File: config.mk
export PLATFORM = sky130hd
export DESIGN_NAME = store_buffer
export DESIGN_NICKNAME = d
export VERILOG_FILES = /design/src/rtl/store_buffer.sv
export SDC_FILE = /design/constraint.sdc
export NUM_CORES = 1
export LEC_CHECK = 0
export CORE_MARGIN = 4
export CORE_UTILIZATION = 45
export DETAILED_ROUTE_END_ITERATION = 12
export PLACE_DENSITY = 0.72
export SLEW_MARGIN = 20
export SYNTH_ARGS = -nofsm -noshare
export SYNTH_HDL_FRONTEND = slang
export SYNTH_SLANG_ARGS = --single-unit
File: constraint.sdc
create_clock -name clk -period 3.57 [get_ports clk]
set_clock_uncertainty 0.1 [all_clocks]
set_input_delay 0.714 -clock clk [delete_from_list [all_inputs] [get_ports clk]]
set_output_delay 0.714 -clock clk [all_outputs]
set_load 0.005 [all_outputs]
File: src/rtl/store_buffer.sv
// ---------------------------------------------------------------------------
// store_buffer
// M-stage store buffer. Stores are queued in a small FIFO and drained to the
// data memory in the background. Loads share the single memory port. A load
// that matches a pending store's word address stalls the core until that
// store has been committed. A store into a full buffer also stalls the core.
// The buffer never forwards data to loads, and stores commit in program order.
// ---------------------------------------------------------------------------
module store_buffer #(
    parameter int DEPTH = 4,
    parameter int AW    = 32,
    parameter int DW    = 32
) (
    input  logic          clk,
    input  logic          reset,
    input  logic          MemWriteM,
    input  logic          MemReadM,
    input  logic [2:0]    funct3M,
    input  logic [AW-1:0] ALUResultM,
    input  logic [DW-1:0] WriteDataM,
    output logic [DW-1:0] ReadDataM,
    output logic          StallM,
    output logic          Empty,
    output logic          mem_WE,
    output logic [2:0]    mem_funct3,
    output logic [AW-1:0] mem_A,
    output logic [DW-1:0] mem_WD,
    input  logic [DW-1:0] mem_RD,
    input  logic          mem_wready
);

    localparam int PW = (DEPTH > 1) ? $clog2(DEPTH) : 1;
    localparam int CW = PW + 1;
    localparam logic [CW-1:0] FULL_COUNT = CW'(DEPTH);

    // Entry storage, deliberately left without reset.
    logic [AW-1:0] a_mem  [DEPTH];
    logic [DW-1:0] wd_mem [DEPTH];
    logic [2:0]    f3_mem [DEPTH];

    logic [PW-1:0] wr_ptr_r;
    logic [PW-1:0] rd_ptr_r;
    logic [CW-1:0] count_r;

    logic             is_store_s;
    logic             is_load_s;
    logic             full_s;
    logic             empty_s;
    logic [DEPTH-1:0] valid_s;
    logic             hazard_s;
    logic             load_port_s;
    logic             drain_s;
    logic             push_s;
    logic             pop_s;

    // Decode the M-stage op; a store wins over a simultaneous load request.
    always_comb begin
        is_store_s = MemWriteM;
        is_load_s  = !MemWriteM && MemReadM;
        full_s     = (count_r == FULL_COUNT);
        empty_s    = (count_r == {CW{1'b0}});
    end

    // Mark which slots hold pending stores (distance from the head < count).
    always_comb begin
        logic [PW-1:0] off;
        off     = {PW{1'b0}};
        valid_s = {DEPTH{1'b0}};
        for (int i = 0; i < DEPTH; i++) begin
            off        = PW'(i) - rd_ptr_r;
            valid_s[i] = ({1'b0, off} < count_r);
        end
    end

    // Word-granular compare of the load address against every pending store.
    always_comb begin
        hazard_s = 1'b0;
        for (int i = 0; i < DEPTH; i++) begin
            if (valid_s[i] && (a_mem[i][AW-1:2] == ALUResultM[AW-1:2])) begin
                hazard_s = 1'b1;
            end else begin
                hazard_s = hazard_s;
            end
        end
        hazard_s = hazard_s && is_load_s;
    end

    // Port arbitration: clean load first, otherwise drain the head entry.
    always_comb begin
        load_port_s = 1'b0;
        drain_s     = 1'b0;
        if (reset) begin
            load_port_s = 1'b0;
            drain_s     = 1'b0;
        end else if (is_load_s && !hazard_s) begin
            load_port_s = 1'b1;
        end else if (!empty_s) begin
            drain_s = 1'b1;
        end else begin
            drain_s = 1'b0;
        end
    end

    // Drive the memory port and the core-facing outputs.
    always_comb begin
        mem_WE     = 1'b0;
        mem_A      = {AW{1'b0}};
        mem_WD     = {DW{1'b0}};
        mem_funct3 = 3'b000;
        ReadDataM  = {DW{1'b0}};
        if (load_port_s) begin
            mem_A      = ALUResultM;
            mem_funct3 = funct3M;
            ReadDataM  = mem_RD;
        end else if (drain_s) begin
            mem_WE     = 1'b1;
            mem_A      = a_mem[rd_ptr_r];
            mem_WD     = wd_mem[rd_ptr_r];
            mem_funct3 = f3_mem[rd_ptr_r];
        end else begin
            mem_WE = 1'b0;
        end
        if (reset) begin
            StallM = 1'b0;
        end else begin
            StallM = hazard_s || (is_store_s && full_s);
        end
        Empty = empty_s;
    end

    // Enqueue when a store meets a non-full buffer; pop on a committed write.
    always_comb begin
        push_s = is_store_s && !full_s && !reset;
        pop_s  = mem_WE && mem_wready;
    end

    // Write the accepted store into the tail slot.
    always_ff @(posedge clk) begin
        if (push_s) begin
            a_mem[wr_ptr_r]  <= ALUResultM;
            wd_mem[wr_ptr_r] <= WriteDataM;
            f3_mem[wr_ptr_r] <= funct3M;
        end
    end

    // Pointer and occupancy bookkeeping; pointers wrap naturally.
    always_ff @(posedge clk or posedge reset) begin
        if (reset) begin
            wr_ptr_r <= {PW{1'b0}};
            rd_ptr_r <= {PW{1'b0}};
            count_r  <= {CW{1'b0}};
        end else begin
            if (push_s) begin
                wr_ptr_r <= wr_ptr_r + PW'(1);
            end else begin
                wr_ptr_r <= wr_ptr_r;
            end
            if (pop_s) begin
                rd_ptr_r <= rd_ptr_r + PW'(1);
            end else begin
                rd_ptr_r <= rd_ptr_r;
            end
            case ({push_s, pop_s})
                2'b10:   count_r <= count_r + CW'(1);
                2'b01:   count_r <= count_r - CW'(1);
                default: count_r <= count_r;
            endcase
        end
    end

endmodule
==> results of run 1 <==
## worst max-delay path by stage
stage                   startpoint          to  slack (ns)  cells past startpoint
finish                 rd_ptr_r[0]   mem_A[10]       -0.60                     12
global route           rd_ptr_r[0]   mem_A[21]       -0.71                     14
global placement     ALUResultM[8]  mem_WD[17]       -1.25                     11
CTS                    rd_ptr_r[1]   mem_A[10]       -0.60                     12
floorplan              rd_ptr_r[1]   mem_A[14]        0.03                     12
detailed placement  ALUResultM[25]  mem_WD[20]       -1.29                     11
## sequential cells by signal, indices dropped and copies added, names as in the netlist
| register | flops |
|---|---|
| count_r | 3 |
| f3_mem | 12 |
| a_mem | 128 |
| rd_ptr_r | 2 |
| wd_mem | 128 |
| wr_ptr_r | 2 |
## per-layer routing
| layer | wire, µm | GRT usage, % | up-vias |
|---|---|---|---|
| met5 | 8 | 0 | - |
| met4 | 952 | 5.77 | 2 |
| met3 | 2770 | 4.20 | 67 |
| met2 | 17300 | 37.4 | 311 |
| met1 | 14500 | 29.9 | 4171 |
| li1 | - | - | 3705 |
## cells by family (layout without fill, tap and decap cells)
logic type	after synthesis	count (layout)	synth area share, %
fa+ha+maj	10	10	1.03
xor+xnor	127	127	8.62
compound gates	15	15	0.950
flops	275	275	63.7
buf+inv	87	433	3.55
other cells	0	1	0
mux	103	103	14.5
simple gates	187	187	7.65
## power by group through the flow
stage,clock network (W),logic (W),registers (W)
floorplan,0,0.00193,0.00411
global placement,0,0.00340,0.00413
detailed placement,0,0.00342,0.00415
CTS,0.00277,0.00364,0.00410
global route,0.00291,0.00400,0.00414
finish,0.00272,0.00373,0.00411
## final cells by class
cell class | count | area (µm²)
clock buffer | 36 | 752
sequential | 275 | 8230
timing repair buffer | 368 | 3670
inverter | 16 | 60.1
tap | 378 | 473
clock inverter | 13 | 85.1
fill | 1988 | 9790
multi-input combinational | 442 | 4940
antenna | 1 | 2.50
## Yosys cell counts
library cell                count  area [µm²]
sky130_fd_sc_hd__nor2_4         1        11.3
sky130_fd_sc_hd__buf_4          2        15.0
sky130_fd_sc_hd__nor2_1         4        15.0
sky130_fd_sc_hd__and2_1         4        25.0
sky130_fd_sc_hd__clkbuf_2       5        25.0
sky130_fd_sc_hd__a2111oi_2      1        15.0
sky130_fd_sc_hd__mux2i_1       36         360
sky130_fd_sc_hd__o21ai_0        1        5.00
sky130_fd_sc_hd__nand4_1        4        25.0
sky130_fd_sc_hd__edfxtp_1     268        8050
sky130_fd_sc_hd__ha_1           9         113
sky130_fd_sc_hd__or2b_2         1        8.76
sky130_fd_sc_hd__buf_6         12         135
sky130_fd_sc_hd__nor3_1         5        25.0
sky130_fd_sc_hd__a2111oi_1      1        10.0
sky130_fd_sc_hd__a32oi_1        1        8.76
sky130_fd_sc_hd__a21oi_1        3        15.0
sky130_fd_sc_hd__mux4_2        67        1510
sky130_fd_sc_hd__buf_2         22         110
sky130_fd_sc_hd__a2111oi_0      2        17.5
sky130_fd_sc_hd__nor3_2         1        10.0
sky130_fd_sc_hd__or4_4          1        11.3
sky130_fd_sc_hd__o211ai_1       1        7.51
sky130_fd_sc_hd__buf_1          3        11.3
sky130_fd_sc_hd__xor2_1       110         963
sky130_fd_sc_hd__nor4_1        24         150
sky130_fd_sc_hd__nor2b_1        1        6.26
sky130_fd_sc_hd__dfrtp_1        7         175
sky130_fd_sc_hd__o2111ai_1      5        43.8
sky130_fd_sc_hd__nand3_1        4        20.0
sky130_fd_sc_hd__inv_1         16        60.1
sky130_fd_sc_hd__xnor2_1       17         149
sky130_fd_sc_hd__and3_1        64         400
sky130_fd_sc_hd__fa_1           1        20.0
sky130_fd_sc_hd__nand2_1       72         270
sky130_fd_sc_hd__nand2b_2       1        8.76
sky130_fd_sc_hd__clkbuf_1      27         101
## per-stage QoR
stage | hold WS (ns) | instances | power (W) | util [%]
after detailed placement | 0.520 | 1434 | 0.00757 | 57.6
after global placement | 0.521 | 1434 | 0.00753 | 57.6
final | 0.445 | 1529 | 0.0106 | 65.0
after floorplan | 0.425 | 804 | 0.00605 | -
after CTS | 0.424 | 1520 | 0.0105 | 63.8
after global routing | 0.444 | 1529 | 0.0110 | 65.0
## what timing repair did
item,CTS,global route
resized for setup,548,95
hold buffers,0,0
pin swaps,25,34
setup buffers,32,6
gates cloned,8,4
endpoints found under the setup margin,103,103
hold endpoints to repair,0,0
## placed cells by master, fill, tap and decap left out, types with 3 or more instances in the layout
| cell type | instances |
|---|---|
| sky130_fd_sc_hd__ha_1 | 6 |
| sky130_fd_sc_hd__clkdlybuf4s15_1 | 3 |
| sky130_fd_sc_hd__buf_2 | 40 |
| sky130_fd_sc_hd__ha_2 | 3 |
| sky130_fd_sc_hd__clkinv_1 | 7 |
| sky130_fd_sc_hd__and3_1 | 17 |
| sky130_fd_sc_hd__clkbuf_1 | 7 |
| sky130_fd_sc_hd__nand3_1 | 4 |
| sky130_fd_sc_hd__clkdlybuf4s15_2 | 4 |
| sky130_fd_sc_hd__xor2_1 | 94 |
| sky130_fd_sc_hd__clkinv_2 | 4 |
| sky130_fd_sc_hd__buf_8 | 3 |
| sky130_fd_sc_hd__clkdlybuf4s50_1 | 74 |
| sky130_fd_sc_hd__dfrtp_1 | 5 |
| sky130_fd_sc_hd__buf_16 | 8 |
| sky130_fd_sc_hd__xnor2_1 | 16 |
| sky130_fd_sc_hd__mux4_2 | 67 |
| sky130_fd_sc_hd__and3_4 | 47 |
| sky130_fd_sc_hd__and2_4 | 4 |
| sky130_fd_sc_hd__clkbuf_16 | 32 |
| sky130_fd_sc_hd__inv_1 | 12 |
| sky130_fd_sc_hd__buf_6 | 72 |
| sky130_fd_sc_hd__nor3_1 | 5 |
| sky130_fd_sc_hd__nand4_1 | 4 |
| sky130_fd_sc_hd__nor4_1 | 4 |
| sky130_fd_sc_hd__inv_2 | 4 |
| sky130_fd_sc_hd__edfxtp_1 | 268 |
| sky130_fd_sc_hd__clkbuf_2 | 13 |
| sky130_fd_sc_hd__xor2_2 | 14 |
| sky130_fd_sc_hd__buf_4 | 100 |
| sky130_fd_sc_hd__buf_12 | 24 |
| sky130_fd_sc_hd__mux2i_1 | 32 |
| sky130_fd_sc_hd__dlygate4sd2_1 | 24 |
| sky130_fd_sc_hd__nor4_4 | 3 |
| sky130_fd_sc_hd__nor4_2 | 17 |
| sky130_fd_sc_hd__nand2_1 | 72 |
## worst max-delay path, stage by stage (launching register included)
cell	delay [ns]
sky130_fd_sc_hd__dfrtp_4	0.50
sky130_fd_sc_hd__xnor2_2	0.19
sky130_fd_sc_hd__ha_2	0.21
sky130_fd_sc_hd__inv_2	0.04
sky130_fd_sc_hd__o2111ai_4	0.23
sky130_fd_sc_hd__a2111oi_4	0.09
sky130_fd_sc_hd__or4_4	0.51
sky130_fd_sc_hd__buf_6	0.14
sky130_fd_sc_hd__nor2_4	0.14
sky130_fd_sc_hd__buf_6	0.18
sky130_fd_sc_hd__clkbuf_16	0.17
sky130_fd_sc_hd__mux2i_1	0.16
sky130_fd_sc_hd__dlygate4sd2_1	0.24
==> summary.log, run 1 <==
INFO  cts            clk_pin_slew=0.06ns
INFO  worst_hold_path hold_path_startpoint=ALUResultM[21]
INFO  run            maxCapViolations=0
INFO  power_and_ir_drop power.density_cell_area=579nW/µm²
INFO  yosys          postSynthRegisterBits=275
INFO  cells_and_area fin_area=18,200µm²
INFO  power_and_ir_drop clock_power_share=25.8%
INFO  grt            grt.total_usage=22.2%
INFO  worst_hold_path hold_path.class=in -> reg
INFO  placed_design  postPlaceCellArea=16,100µm²
INFO  sta            fin_setup_tns=-48.21ns
INFO  placed_design  dp_slack=-1.29ns
INFO  sta            setup_ws=-0.602ns
INFO  power_and_ir_drop p_sw_share=29.5%
INFO  power_and_ir_drop total_switching_power=0.00311W
INFO  drt            drcViolationCount=0
INFO  drt            drt-initial-drc-count=669
INFO  grt            antenna_found_initial=2
INFO  critical_path  critical_path_source_type=register
INFO  yosys          post_synth.cell_area_avg=16.1µm²
INFO  critical_path  crit-reg2reg-capture=count_r[2]
INFO  yosys          synth.distinct_cells=37
INFO  sta            maxSlewHeadroom=67.7%
INFO  cts            clock_tree_root_driver_cell=sky130_fd_sc_hd__clkbuf_16
INFO  yosys          syn_area=12,900µm²
INFO  cts            cts_sinks=275
INFO  sta            period_share=117%
INFO  cts            htree_levels=1
INFO  die            i_o_pin_count=206
INFO  cts            bufs_on_longest_clock_path=3
INFO  yosys          synth_sequential_area_ratio=63.7%
INFO  power_and_ir_drop comb_power_share=35.3%
INFO  die            floorplan.core_area=28,000µm²
INFO  cells_and_area layout-area-overhead-vs-synth=41.2%
INFO  grt            first_global_vias=8,699
INFO  yosys          synthesis.instances=804
INFO  drt            drt.antenna.violating_nets=0
INFO  yosys          ys_warn_count=0
INFO  cells_and_area final_stage_net_count=1,246
INFO  die            die_y=177µm
INFO  grt            grt_start_max_net_pins=46
INFO  cts            tritoncts=yes
INFO  die            initial_utilization=46.1%
INFO  critical_path  timing.setup.critical_path_class=reg -> out
INFO  power_and_ir_drop peakVddDrop=0.468mV
INFO  critical_path  timing.reg2reg.setup_slack=0.16ns
INFO  critical_path  cp_data_required_time=2.76ns
INFO  drt            route.vias.total=8,256
INFO  cells_and_area final_layout_size_suffix_gt1_share=42.3%
INFO  critical_path  r2r_start=a_mem[0][25]
INFO  grt            grt_pass1_wl=52.6mm
INFO  placed_design  buffer_ports.inserted=205
INFO  cts            cts_buffers=29
INFO  power_and_ir_drop power.sequential.fraction=38.9%
INFO  critical_path  crit_fanout=4
INFO  worst_hold_path worst_hold_path.num_cells=2
INFO  sta            timing.final.setup_violations=101
INFO  status         violated_checks=negative setup slack
INFO  cts            clock_insertion_delay_worst_skew=0.54ns
INFO  critical_path  worst-endpoint-arrival=3.36ns
INFO  critical_path  crit_end_element=output port
INFO  placed_design  globalplace.congestion=0.908
INFO  sta            layout_min_cycle_time=4.17ns
INFO  sta            timing_worst_slew_pin_value=0.484ns
INFO  sta            rsz0062_at_grt=true
INFO  yosys          synthesis.nets=918
INFO  die            rows=61
INFO  worst_hold_path hold_path_end=a_mem[0][21]
INFO  drt            post_drt_via_cell_ratio=5.40
INFO  die            fp.dieW=177µm
INFO  placed_design  post-dp-hpwl=22.9mm
INFO  die            design.die.area=31,500µm²
INFO  drt            wl=35.6mm
INFO  power_and_ir_drop internal_power=0.00744W
INFO  power_and_ir_drop power.static_leakage=6.73nW
INFO  drt            drt_pass1_iterations=5
INFO  critical_path  ff2ff_path_depth=15
INFO  drt            route.detailed.wl_per_inst=23.3µm
INFO  grt            grt-ovfl-total=0
INFO  sta            finalHoldViolCount=0
INFO  sta            slew_viol_final=0
INFO  sta            max_freq=240MHz
INFO  status         status=finished, violations left
No activity file was read; power rests on OpenSTA's default activity.
==> run 2, diff against run 1 <==
--- a/config.mk
+++ b/config.mk
@@ -5,10 +5,13 @@
 export SDC_FILE = /design/constraint.sdc
 export NUM_CORES = 1
 export LEC_CHECK = 0
+export CORE_ASPECT_RATIO = 0.8
 export CORE_MARGIN = 4
 export CORE_UTILIZATION = 45
+export CTS_BUF_LIST = sky130_fd_sc_hd__clkbuf_8
 export DETAILED_ROUTE_END_ITERATION = 12
 export PLACE_DENSITY = 0.72
+export REMOVE_ABC_BUFFERS = 1
 export SLEW_MARGIN = 20
 export SYNTH_ARGS = -nofsm -noshare
 export SYNTH_HDL_FRONTEND = slang
==> run 2 against run 1 <==
Effect of this change: the run still ends with negative setup slack left; first-iteration DRC count fell by 20%; worst setup slack worse by 0.10 ns; register-to-register slack gained 0.10 ns; power down 2.0%; clock-buffer cell count increased by 10; flip-flop and latch count unchanged; non-clock buffer count down 13; critical endpoint is now mem_A[9]; largest cell class unchanged; largest power group unchanged; highest routed layer unchanged.
==> summary.log, run 2 (synthesis results as in run 1) <==
INFO  status         status=finished, violations left
INFO  status         violated_checks=negative setup slack
INFO  critical_path  ff2ff_path_depth=15
INFO  drt            post_drt_via_cell_ratio=5.35
INFO  grt            grt-ovfl-total=0
INFO  power_and_ir_drop clock_power_share=25.6%
INFO  cells_and_area layout-area-overhead-vs-synth=38.6%
INFO  cts            bufs_on_longest_clock_path=3
INFO  sta            rsz0062_at_grt=true
INFO  die            fp.dieW=197µm
INFO  grt            grt_pass1_wl=51.7mm
INFO  sta            max_freq=234MHz
INFO  cts            clock_insertion_delay_worst_skew=0.55ns
INFO  critical_path  cp_data_required_time=2.76ns
INFO  drt            drt_pass1_iterations=5
INFO  sta            slew_viol_final=0
INFO  sta            setup_ws=-0.702ns
INFO  cells_and_area final_layout_size_suffix_gt1_share=37.9%
INFO  drt            route.vias.total=8,243
INFO  grt            antenna_found_initial=1
INFO  placed_design  buffer_ports.inserted=205
INFO  sta            fin_worst_hold_slack=0.336ns
INFO  placed_design  postPlaceCellArea=16,000µm²
INFO  drt            drcViolationCount=0
INFO  drt            drt-initial-drc-count=535
INFO  grt            grt_start_max_net_pins=58
INFO  cts            clock_tree_root_driver_cell=sky130_fd_sc_hd__clkbuf_8
INFO  power_and_ir_drop power.static_leakage=6.68nW
INFO  critical_path  critical_path_source_type=register
INFO  power_and_ir_drop total_switching_power=0.00313W
INFO  drt            drt.antenna.violating_nets=0
INFO  cells_and_area mostFrequentLayoutCells=sky130_fd_sc_hd__edfxtp_1, sky130_fd_sc_hd__clkdlybuf4s50_1, sky130_fd_sc_hd__xor2_1, sky130_fd_sc_hd__buf_4, sky130_fd_sc_hd__nand2_1
INFO  power_and_ir_drop power.sequential.fraction=39.9%
INFO  die            design.die.area=31,500µm²
INFO  cells_and_area layout.cells.most_common=sky130_fd_sc_hd__edfxtp_1
INFO  cts            cts_sinks=275
INFO  worst_hold_path worst_hold_path.num_cells=1
INFO  grt            grt_util_met1=32.4%
INFO  sta            layout_min_cycle_time=4.27ns
INFO  cells_and_area final_stage_net_count=1,250
INFO  worst_hold_path hold_path.class=in -> reg
INFO  critical_path  worstPathCellList=xnor2_4 > ha_2 > inv_2 > o2111ai_2 > a2111oi_2 > or4_4 > buf_6 > nor2_4 > buf_12 > buf_12 > buf_6 > buf_4 > mux2i_1 > buf_2
INFO  die            floorplan.core_area=28,300µm²
INFO  sta            period_share=120%
INFO  sta            timing.final.setup_violations=101
INFO  die            rows=55
INFO  grt            first_global_vias=8,601
INFO  sta            finalHoldViolCount=0
INFO  cts            count_of_hold_fix_buffers_inserted_at_cts=0
INFO  placed_design  post-dp-hpwl=21.4mm
INFO  critical_path  slowest_delay=0.58ns
INFO  power_and_ir_drop power.density_cell_area=579nW/µm²
INFO  power_and_ir_drop design_power_total=0.0103W
INFO  cells_and_area insertedDiodeCount=0
INFO  grt            grt.total_usage=21.3%
INFO  critical_path  critical-path-slowest-cell=sky130_fd_sc_hd__or4_4
INFO  grt            busiest_layer=met1
INFO  power_and_ir_drop comb_power_share=34.6%
INFO  critical_path  crit_fanout=5
INFO  grt            gr-usage-met2=32.2%
INFO  die            i_o_pin_count=206
INFO  critical_path  crit_end_element=output port
INFO  power_and_ir_drop internal_power=0.00722W
INFO  cells_and_area num-fill-cells=2,127
INFO  cts            cts_buffers=45
INFO  placed_design  globalplace.congestion=0.862
INFO  critical_path  worst-endpoint-arrival=3.46ns
INFO  cells_and_area fin_area=17,900µm²
INFO  drt            wl=34.6mm
INFO  run            maxCapViolations=0
INFO  sta            maxSlewHeadroom=61.8%
INFO  cts            tritoncts=yes
INFO  sta            fin_setup_tns=-56.29ns
INFO  die            initial_utilization=45.6%
INFO  drt            route.detailed.wl_per_inst=22.4µm
INFO  cts            htree_levels=2
INFO  cts            clk_pin_slew=0.06ns
INFO  sta            timing_worst_slew_pin_value=0.572ns
INFO  die            die_y=159µm
INFO  critical_path  timing.setup.critical_path_class=reg -> out
INFO  power_and_ir_drop p_sw_share=30.2%
INFO  grt            global_route.usage.met3=4.76%
INFO  cells_and_area reg_top3=a_mem (128), wd_mem (128), f3_mem (12)
INFO  power_and_ir_drop peakVddDrop=0.300mV
[run 2: worst max-delay path, delay by kind of cell, from the launching register on]
| family | cells | cell delay [ns] |
|---|---|---|
| AOI/OAI and AO/OA | 2 | 0.26 |
| DFF | 1 | 0.52 |
| and+or+nand+nor | 2 | 0.78 |
| xor gates and xnor gates | 1 | 0.22 |
| buffers and inverters | 7 | 0.75 |
| adders and majority gates | 1 | 0.21 |
| muxes | 1 | 0.17 |
[run 2: layout make-up]
class / instances / area [µm²] / share of cell area (%)
flip-flops and latches: 275 / 8230 / 46.0
inverters: 16 / 62.6 / 0.350
clock inverters: 35 / 224 / 1.25
clock buffers: 46 / 633 / 3.54
repair buffers: 355 / 3420 / 19.1
multi-input cells: 443 / 4850 / 27.1
well taps: 370 / 463 / 2.59
[run 2: per-stage QoR]
stage	cells	worst slack, ns	utilization (%)
6_report	1540	-0.702	63.2
5_1_grt	1540	-0.833	63.2
4_1_cts	1533	-0.738	62.3
3_5_place_dp	1406	-1.24	56.5
3_3_place_gp	1406	-1.25	56.5
2_1_floorplan	733	-2.65	-
[run 2: what timing repair did]
action                     CTS  global route
pin swaps                   40            14
gates cloned                 6             2
setup endpoints to repair  102           101
setup buffers               41            20
gates resized for setup    430            80
[run 2: power by group through the flow]
stage	combinational, W	clock, W	sequential [W]
2_1_floorplan	0.00165	0	0.00440
3_3_place_gp	0.00337	0	0.00414
3_5_place_dp	0.00338	0	0.00415
4_1_cts	0.00354	0.00272	0.00411
5_1_grt	0.00384	0.00288	0.00415
6_report	0.00357	0.00265	0.00412
[run 2: final timing paths]
check,end,startpoint,slack [ns]
max,mem_A[9],rd_ptr_r[0],-0.70
max in group asynchronous,rd_ptr_r[0],reset,2.63
max reg2reg,count_r[2],rd_ptr_r[0],0.26
min in group asynchronous,count_r[2],reset,0.59
min reg2reg,wr_ptr_r[1],wr_ptr_r[1],0.54
min,a_mem[0][9],ALUResultM[9],0.34
[run 2: layer usage]
| metal | routed length [µm] | share of wire (%) |
|---|---|---|
| met1 | 15500 | 45 |
| met5 | 13 | 0.038 |
| met2 | 15900 | 46 |
| met3 | 2640 | 7.6 |
| met4 | 468 | 1.4 |
